File: src/rtl/gpio_packet_deserializer.sv
// Bit-serial GPIO command packet receiver with serial readback of SRAM data; all pads are sampled on clock.
// Optional GPIO_PACKET_PARITY_EN appends an even-parity bit to each frame and rejects frames that fail it.
module gpio_packet_deserializer #(
    parameter int PACKET_BITS = 86,
    parameter int DATA_BITS   = 64,
    parameter int SYNC_STAGES = 2
) (
    input  logic                   clock,
    input  logic                   reset_n,
    input  logic                   gpio_sclk,
    input  logic                   gpio_cs_n,
    input  logic                   gpio_sdi,
    output logic                   gpio_sdo,
    output logic                   gpio_sdo_oeb,
    output logic [PACKET_BITS-1:0] packet,
    output logic                   packet_valid,
    input  logic [DATA_BITS-1:0]   sram_data,
    input  logic                   sram_data_valid,
    output logic                   frame_error
);

`ifdef GPIO_PACKET_PARITY_EN
    localparam int FRAME_BITS = PACKET_BITS + 1;
`else
    localparam int FRAME_BITS = PACKET_BITS;
`endif
    localparam int              CNT_W     = $clog2(FRAME_BITS + 1);
    localparam logic [CNT_W-1:0] FRAME_LEN = CNT_W'(FRAME_BITS);

    typedef enum logic [1:0] {IDLE, SHIFT, DONE, ERR} state_t;

    logic [SYNC_STAGES-1:0] sclk_sync_reg;
    logic [SYNC_STAGES-1:0] cs_n_sync_reg;
    logic [SYNC_STAGES-1:0] sdi_sync_reg;
    logic                   sclk_prev_reg;
    logic                   cs_n_prev_reg;

    state_t                 state_reg;
    logic [FRAME_BITS-1:0]  shreg_reg;
    logic [CNT_W-1:0]       bit_cnt_reg;
    logic                   long_reg;
    logic [PACKET_BITS-1:0] packet_reg;
    logic                   packet_valid_reg;
    logic                   frame_error_reg;
    logic [DATA_BITS-1:0]   readback_reg;

    logic sclk_s, cs_n_s, sdi_s;
    logic sclk_rise, sclk_fall, cs_rise, cs_fall;
    logic len_ok, frame_ok;

    assign sclk_s = sclk_sync_reg[SYNC_STAGES-1];
    assign cs_n_s = cs_n_sync_reg[SYNC_STAGES-1];
    assign sdi_s  = sdi_sync_reg[SYNC_STAGES-1];

    assign sclk_rise = sclk_s & ~sclk_prev_reg;
    assign sclk_fall = ~sclk_s & sclk_prev_reg;
    assign cs_rise   = cs_n_s & ~cs_n_prev_reg;
    assign cs_fall   = ~cs_n_s & cs_n_prev_reg;

    // A frame that overran is flagged by long_reg even though the counter saturated at the right value.
    assign len_ok = (bit_cnt_reg == FRAME_LEN) && !long_reg;
`ifdef GPIO_PACKET_PARITY_EN
    assign frame_ok = len_ok && !(^shreg_reg);
`else
    assign frame_ok = len_ok;
`endif

    always_ff @(posedge clock or negedge reset_n) begin
        if (!reset_n) begin
            sclk_sync_reg <= '0;
            cs_n_sync_reg <= '1;
            sdi_sync_reg  <= '0;
            sclk_prev_reg <= 1'b0;
            cs_n_prev_reg <= 1'b1;
        end else begin
            sclk_sync_reg <= {sclk_sync_reg[SYNC_STAGES-2:0], gpio_sclk};
            cs_n_sync_reg <= {cs_n_sync_reg[SYNC_STAGES-2:0], gpio_cs_n};
            sdi_sync_reg  <= {sdi_sync_reg[SYNC_STAGES-2:0], gpio_sdi};
            sclk_prev_reg <= sclk_s;
            cs_n_prev_reg <= cs_n_s;
        end
    end

    always_ff @(posedge clock or negedge reset_n) begin
        if (!reset_n) begin
            state_reg        <= IDLE;
            shreg_reg        <= '0;
            bit_cnt_reg      <= '0;
            long_reg         <= 1'b0;
            packet_reg       <= '0;
            packet_valid_reg <= 1'b0;
            frame_error_reg  <= 1'b0;
        end else begin
            packet_valid_reg <= 1'b0;
            case (state_reg)
                IDLE: begin
                    if (cs_fall) begin
                        bit_cnt_reg     <= '0;
                        long_reg        <= 1'b0;
                        frame_error_reg <= 1'b0;
                        state_reg       <= SHIFT;
                    end
                end
                SHIFT: begin
                    // cs_n rise takes priority over any sclk edge landing in the same cycle.
                    if (cs_rise) begin
                        if (frame_ok) begin
                            packet_reg       <= shreg_reg[FRAME_BITS-1 -: PACKET_BITS];
                            packet_valid_reg <= 1'b1;
                            state_reg        <= DONE;
                        end else begin
                            frame_error_reg <= 1'b1;
                            state_reg       <= ERR;
                        end
                    end else if (sclk_rise && !cs_n_s) begin
                        if (bit_cnt_reg == FRAME_LEN) begin
                            long_reg <= 1'b1;
                        end else begin
                            shreg_reg   <= {shreg_reg[FRAME_BITS-2:0], sdi_s};
                            bit_cnt_reg <= bit_cnt_reg + 1'b1;
                        end
                    end
                end
                DONE:    state_reg <= IDLE;
                ERR:     state_reg <= IDLE;
                default: state_reg <= IDLE;
            endcase
        end
    end

    // Load beats a coincident sclk fall; shifting fills zeros so sdo idles low once drained.
    always_ff @(posedge clock or negedge reset_n) begin
        if (!reset_n) begin
            readback_reg <= '0;
        end else if (sram_data_valid) begin
            readback_reg <= sram_data;
        end else if (sclk_fall && !cs_n_s) begin
            readback_reg <= {readback_reg[DATA_BITS-2:0], 1'b0};
        end
    end

    assign gpio_sdo     = readback_reg[DATA_BITS-1];
    assign gpio_sdo_oeb = cs_n_s;
    assign packet       = packet_reg;
    assign packet_valid = packet_valid_reg;
    assign frame_error  = frame_error_reg;

endmodule

File: config.mk
export PLATFORM = sky130hd
export DESIGN_NAME = gpio_packet_deserializer
export DESIGN_NICKNAME = d
export VERILOG_FILES = /design/src/rtl/gpio_packet_deserializer.sv
export SDC_FILE = /design/constraint.sdc
export NUM_CORES = 1
export LEC_CHECK = 0
export BUFFER_PORTS_ARGS = -buffer_cell sky130_fd_sc_hd__buf_2
export CORE_MARGIN = 2
export CORE_UTILIZATION = 25
export DETAILED_ROUTE_END_ITERATION = 16
export SLEW_MARGIN = 20
export SYNTH_ARGS = -nofsm -noshare
export SYNTH_HDL_FRONTEND = slang
export SYNTH_SLANG_ARGS = --single-unit
File: constraint.sdc
create_clock -name clock -period 3.7 [get_ports clock]
set_input_delay 0 -clock clock [delete_from_list [all_inputs] [get_ports clock]]
set_output_delay 0 -clock clock [all_outputs]
set_load 0.02 [all_outputs]
Word-level counts from Yosys, hierarchy flattened
Index checks and enable logic that the tools add are counted.
{"block": "totals", "reg_bits": 256, "in_bits": 70, "wordCells": 72, "out_inout_bits": 90}
{"block": "op_classes", "reduce_logical": 15, "add_sub_neg": 1, "n_mux": 22, "n_eq_ne": 11, "bitwise_logic": 10}
{"operator": "2-to-1 mux 64 bit", "n": 2}
{"operator": "2-to-1 mux 7 bit", "n": 4}
{"operator": "inequality test 2 bit, second input constant", "n": 7}
{"operator": "one-hot mux 7 bit (2 select lines)", "n": 1}
{"operator": "2-to-1 mux 1 bit", "n": 10}
{"operator": "AND reduction 5 bit", "n": 2}
{"operator": "AND reduction 4 bit", "n": 2}
{"operator": "adder 7 x 1 -> 7 bit, second input constant", "n": 1}
{"operator": "equality test 7 bit, second input constant", "n": 1}
{"operator": "NOT 1 bit", "n": 6}
{"operator": "one-hot mux 2 bit (3 select lines)", "n": 1}
{"operator": "AND 1 bit", "n": 4}
{"operator": "equality test 2 bit, second input constant", "n": 2}
{"operator": "2-to-1 mux 2 bit", "n": 2}
{"operator": "one-hot mux 1 bit (2 select lines)", "n": 2}
{"operator": "nonzero test 2 bit", "n": 2}
{"operator": "logical AND 1 bit", "n": 3}
{"operator": "AND reduction 3 bit", "n": 1}
{"operator": "equality test 2 x 1 -> 1 bit, second input constant", "n": 1}
{"operator": "zero test 1 bit", "n": 2}
{"operator": "zero test 2 bit", "n": 1}
{"operator": "AND reduction 2 bit", "n": 1}
{"operator": "OR reduction 2 bit", "n": 1}

Logic depth before layout (Yosys ltp)
{"block": "depth", "word_depth": 6, "ltp_mapped": 8, "ltp_nobuf": 5}

Worst setup path before layout
OpenSTA, ideal clock, no wires.
{"block": "synth_timing", "path_type": "register to register", "startpoint": "register cs_n_sync_reg[1]", "endpoint": "register packet_reg[56] (netlist: packet[56])", "setup_time_ns": 0.128, "required_time_ns": 3.572, "path_buffers": 2, "t_arrival_ns": 1.842, "path_stages_with_launch": 7, "period_less_slack_ns": 1.970, "path_slack_ns": 1.730, "path_cell_list": "dfstp_2 -> nor2b_1 -> nand2_2 -> nor3_4 -> buf_4 -> buf_4 -> mux2_1"}
{"block": "synth_via", "elab_chain_len": 2}
{"item": "start, declared", "line_no": "33", "text": "logic [SYNC_STAGES-1:0] cs_n_sync_reg;"}
{"item": "start signal, assigned", "line_no": "77", "text": "cs_n_sync_reg <= {cs_n_sync_reg[SYNC_STAGES-2:0], gpio_cs_n};"}
{"item": "AND 1 bit", "line_no": "57", "text": "assign cs_rise = cs_n_s & ~cs_n_prev_reg;"}
{"item": "AND reduction 3 bit (no line)"}
{"item": "end signal, assigned", "line_no": "108", "text": "packet_reg <= shreg_reg[FRAME_BITS-1 -: PACKET_BITS];"}
{"item": "end, declared", "line_no": "42", "text": "logic [PACKET_BITS-1:0] packet_reg;"}
No other way between the ends.
A chain may end at the register's enable or synchronous reset.

Worst setup path in the final report
{"block": "layout_timing", "startpoint": "register cs_n_prev_reg", "endpoint": "register shreg_reg[48]"}
{"block": "layout_via", "elab_chain_len": 4}
{"item": "start, declared", "line_no": "36", "text": "logic cs_n_prev_reg;"}
{"item": "start signal, assigned", "line_no": "80", "text": "cs_n_prev_reg <= cs_n_s;"}
{"item": "NOT 1 bit", "line_no": "57"}
{"item": "AND 1 bit", "line_no": "57"}
{"item": "NOT 1 bit (no line)"}
{"item": "AND reduction 4 bit (no line)"}
{"item": "end signal, assigned", "line_no": "119", "text": "shreg_reg <= {shreg_reg[FRAME_BITS-2:0], sdi_s};"}
{"item": "end, declared", "line_no": "39", "text": "logic [FRAME_BITS-1:0] shreg_reg;"}
No other way between the ends.

==> metrics.md <==
| Metric | Value |
|---|---|
| Arrival time worst endpoint | 3070 ps |
| Core area | 41020 µm² |
| Final instance area | 13810 µm² |
| Starting Density | 25.41% |
| Critical R2R Capture | shreg_reg[48] |
| Post-synth EDFFs | 0 |
| Setup ws final | 1082 ps |
| Ys Warns | 0 |
| Post-synth cell types | 37 |
| Initial antenna violation count | 0 |
| Fin crit share | 70.76% |
| CTS sink cnt | 256 |
| First-pass GRT wire length | 36260 µm |
| Share of layout cells above drive strength 1 | 38.04% |
| Placer Congestion | 0.7753 |
| Antenna Diode Count | 0 |
| Compound-Gate Fraction of Synth Area | 4.238% |
| FF+latch area | 6410 µm² |
| Reg clk slew, reported paths | 60 ps |
| Post-CTS setup buffers | 0 |
| Synth cell count leaders | dfrtp_1, mux2_2, nand2_1 |
| Largest net degree at the start of global routing | 97 |
| Post_cts resized | 0 |
| Post-Route WL | 21870 µm |
| R2r startpoint | cs_n_prev_reg |
| Crit Path Category | register to register |
| Final ANT Viol Nets | 0 |
| Max-slew headroom | 47.44% |
| Register area share after synthesis | 61.51% |
| Power density over the cells | 469.0 nW/µm² |
| Number of port buffers | 159 |
| R2r setup slk | 1080 ps |
| Final hold violation count | 0 |
| Final Setup Violations | 0 |
| Synth-to-Final Area Change | 32.52% |
| Worst R2R Path Depth | 5 |
| Via density | 4.210 |
| Slew at the pin closest to its max-slew limit | 788.4 ps |
| Hold_buf cts | 107 |
| Cell with the most instances after synthesis | dfrtp_1 |
| Leak | 6.723 nW |
| Vias | 6500 |
| Grt ovf | 0 |
| Max Clk Rate | 381.9 MHz |
| Initial drt markers | 231 |
| RSZ-0062 raised after global routing | no |
| DP Area | 11750 µm² |
| Ys flop type | dfrtp_1 |
| Largest family of logic cells by synthesized area | multiplexers |
| Die Span Y | 208.2 µm |
| Slew Limit Fails | 0 |
| Detailed placer's ending HPWL | 13170 µm |
| Yosys top cell by area | dfrtp_1 |
| XOR/XNOR share of the synthesized area | 0% |
| Seq cells post-synth | 256 |
| Mapped Avg Cell Area | 14.49 µm² |
| Critical path data required time | 4150 ps |
| Clk root buf | clkbuf_16 |
| Post-synthesis mux area share | 26.50% |
| Status | complete, no violations |
| # Max-Cap Violations | 0 |
| Number of global-route vias before repair | 6867 |
| Setup TNS | 0 ps |
| Area of the multi-input gates | 3694 µm² |
| DIE WIDTH | 208.2 µm |
| Tot GR Track Use | 10.20% |
| IO Count | 160 |
| Residual DRC | 0 |
| Synth Area in Simple Gates | 4.370% |
| CP Launch Type | register |
| Synth Area in Adders | 0.2401% |
| Synthesized instance count | 719 |
| Synth Cell Area | 10420 µm² |
| Worst-skew pair later-pin latency | 570 ps |
| Nets | 1062 |
| Filler cells | 4007 |
| Critical Path End Type | register |
| Num CTS Buffers | 30 |
| Synth area leaders | dfrtp_1, mux2_2, mux2_4 |
| Fin util | 33.67% |
| VDD IR max | 340.2 µV |
| CTS tree | built |
| Mapped Nets | 791 |
| Row Count | 74 |
| Hold Path Class | primary input to asynchronous set/reset pin |
| Fin crit period | 2618 ps |
| Wire per inst | 14.17 µm |
| Worst Skew | 11.75 ps |
| Hold Worst Slack | 40.47 ps |
| CTS Buffer Depth | 3 |
| Top-area cell type share of the netlist area | 60.75% |
| First drt pass iteration count | 10 |
| FFs w/ async S/R, synth | 100.0% |
| Die area | 43330 µm² |
| Crit-path max FO | 45 |
| Pre-CTS setup slack | 1045 ps |
| H-tree depth | 1 |
[metrics by stage]
stage | total power, W | instances
2_1_floorplan | 0.003372 | 719
3_3_place_gp | 0.003524 | 1383
3_5_place_dp | 0.003540 | 1383
4_1_cts | 0.006596 | 1544
5_1_grt | 0.006803 | 1544
6_report | 0.006478 | 1544
[layer usage]
layer	global-route usage (%)	vias to the layer above	share of wire, %
met5	0	-	0
met4	4.044	0	3.1
met3	2.430	49	5.0
met2	17.08	124	47
met1	12.69	3249	44
li1	-	3078	-
[critical path, cell delays in order, from the launching register on]
cell,delay [ps]
dfstp_2,560
nand2b_4,70
a211oi_4,410
and3_4,760
buf_4,330
mux2_2,350
[report_power, final]
group	switching, W	leakage, nW	internal [W]
Clock	0.00116	0.483	0.00173
Sequential	0.000100	3.42	0.00293
Combinational	0.000261	2.82	0.000291
Total	0.00152	6.72	0.00496
[placed cells by master, fill, tap and decap left out, types with 2 or more instances in the layout]
cell type,count
clkinv_2,4
dfstp_2,3
nand2_1,72
a21oi_1,4
o2111ai_1,2
nand2b_1,2
clkinvlp_4,2
mux2i_1,64
o21ai_0,66
nand3_1,6
clkbuf_8,9
ha_1,2
dlygate4sd3_1,107
clkbuf_16,30
inv_1,6
nor3_1,3
buf_4,10
nor2b_1,2
clkbuf_1,6
o22ai_1,2
o21a_1,2
mux2_1,20
buf_2,158
mux2_2,103
mux2_4,49
buf_12,4
dfrtp_1,253
nor2_1,3
[layout make-up]
class | count | area share [%]
timing repair buffer | 280 | 14.71
multi-input combinational | 416 | 26.74
sequential | 256 | 46.41
tap | 532 | 4.820
clock buffer | 45 | 6.496
clock inverter | 9 | 0.6523
inverter | 6 | 0.1631
[logic make-up (layout without fill, tap and decap cells)]
family,after synthesis,count (layout)
AO/OA/AOI/OAI,80,80
multiplexers,236,236
AND/OR/NAND/NOR,98,98
adder cells (fa/ha/maj),2,2
buffers and inverters,47,340
flip-flops,256,256
[how the worst max path moves through the flow]
stage / startpoint / slack (ps) / to / depth (start not counted)
floorplan: cs_n_sync_reg[1] / 1730 / packet[56] / 6
global placement: cs_n_prev_reg / 1080 / shreg_reg[45] / 5
detailed placement: cs_n_prev_reg / 1040 / shreg_reg[47] / 5
CTS: cs_n_prev_reg / 1050 / shreg_reg[47] / 5
global route: cs_n_prev_reg / 920 / shreg_reg[52] / 5
finish: cs_n_prev_reg / 1080 / shreg_reg[48] / 5
Power figures use the tool's default switching activity.
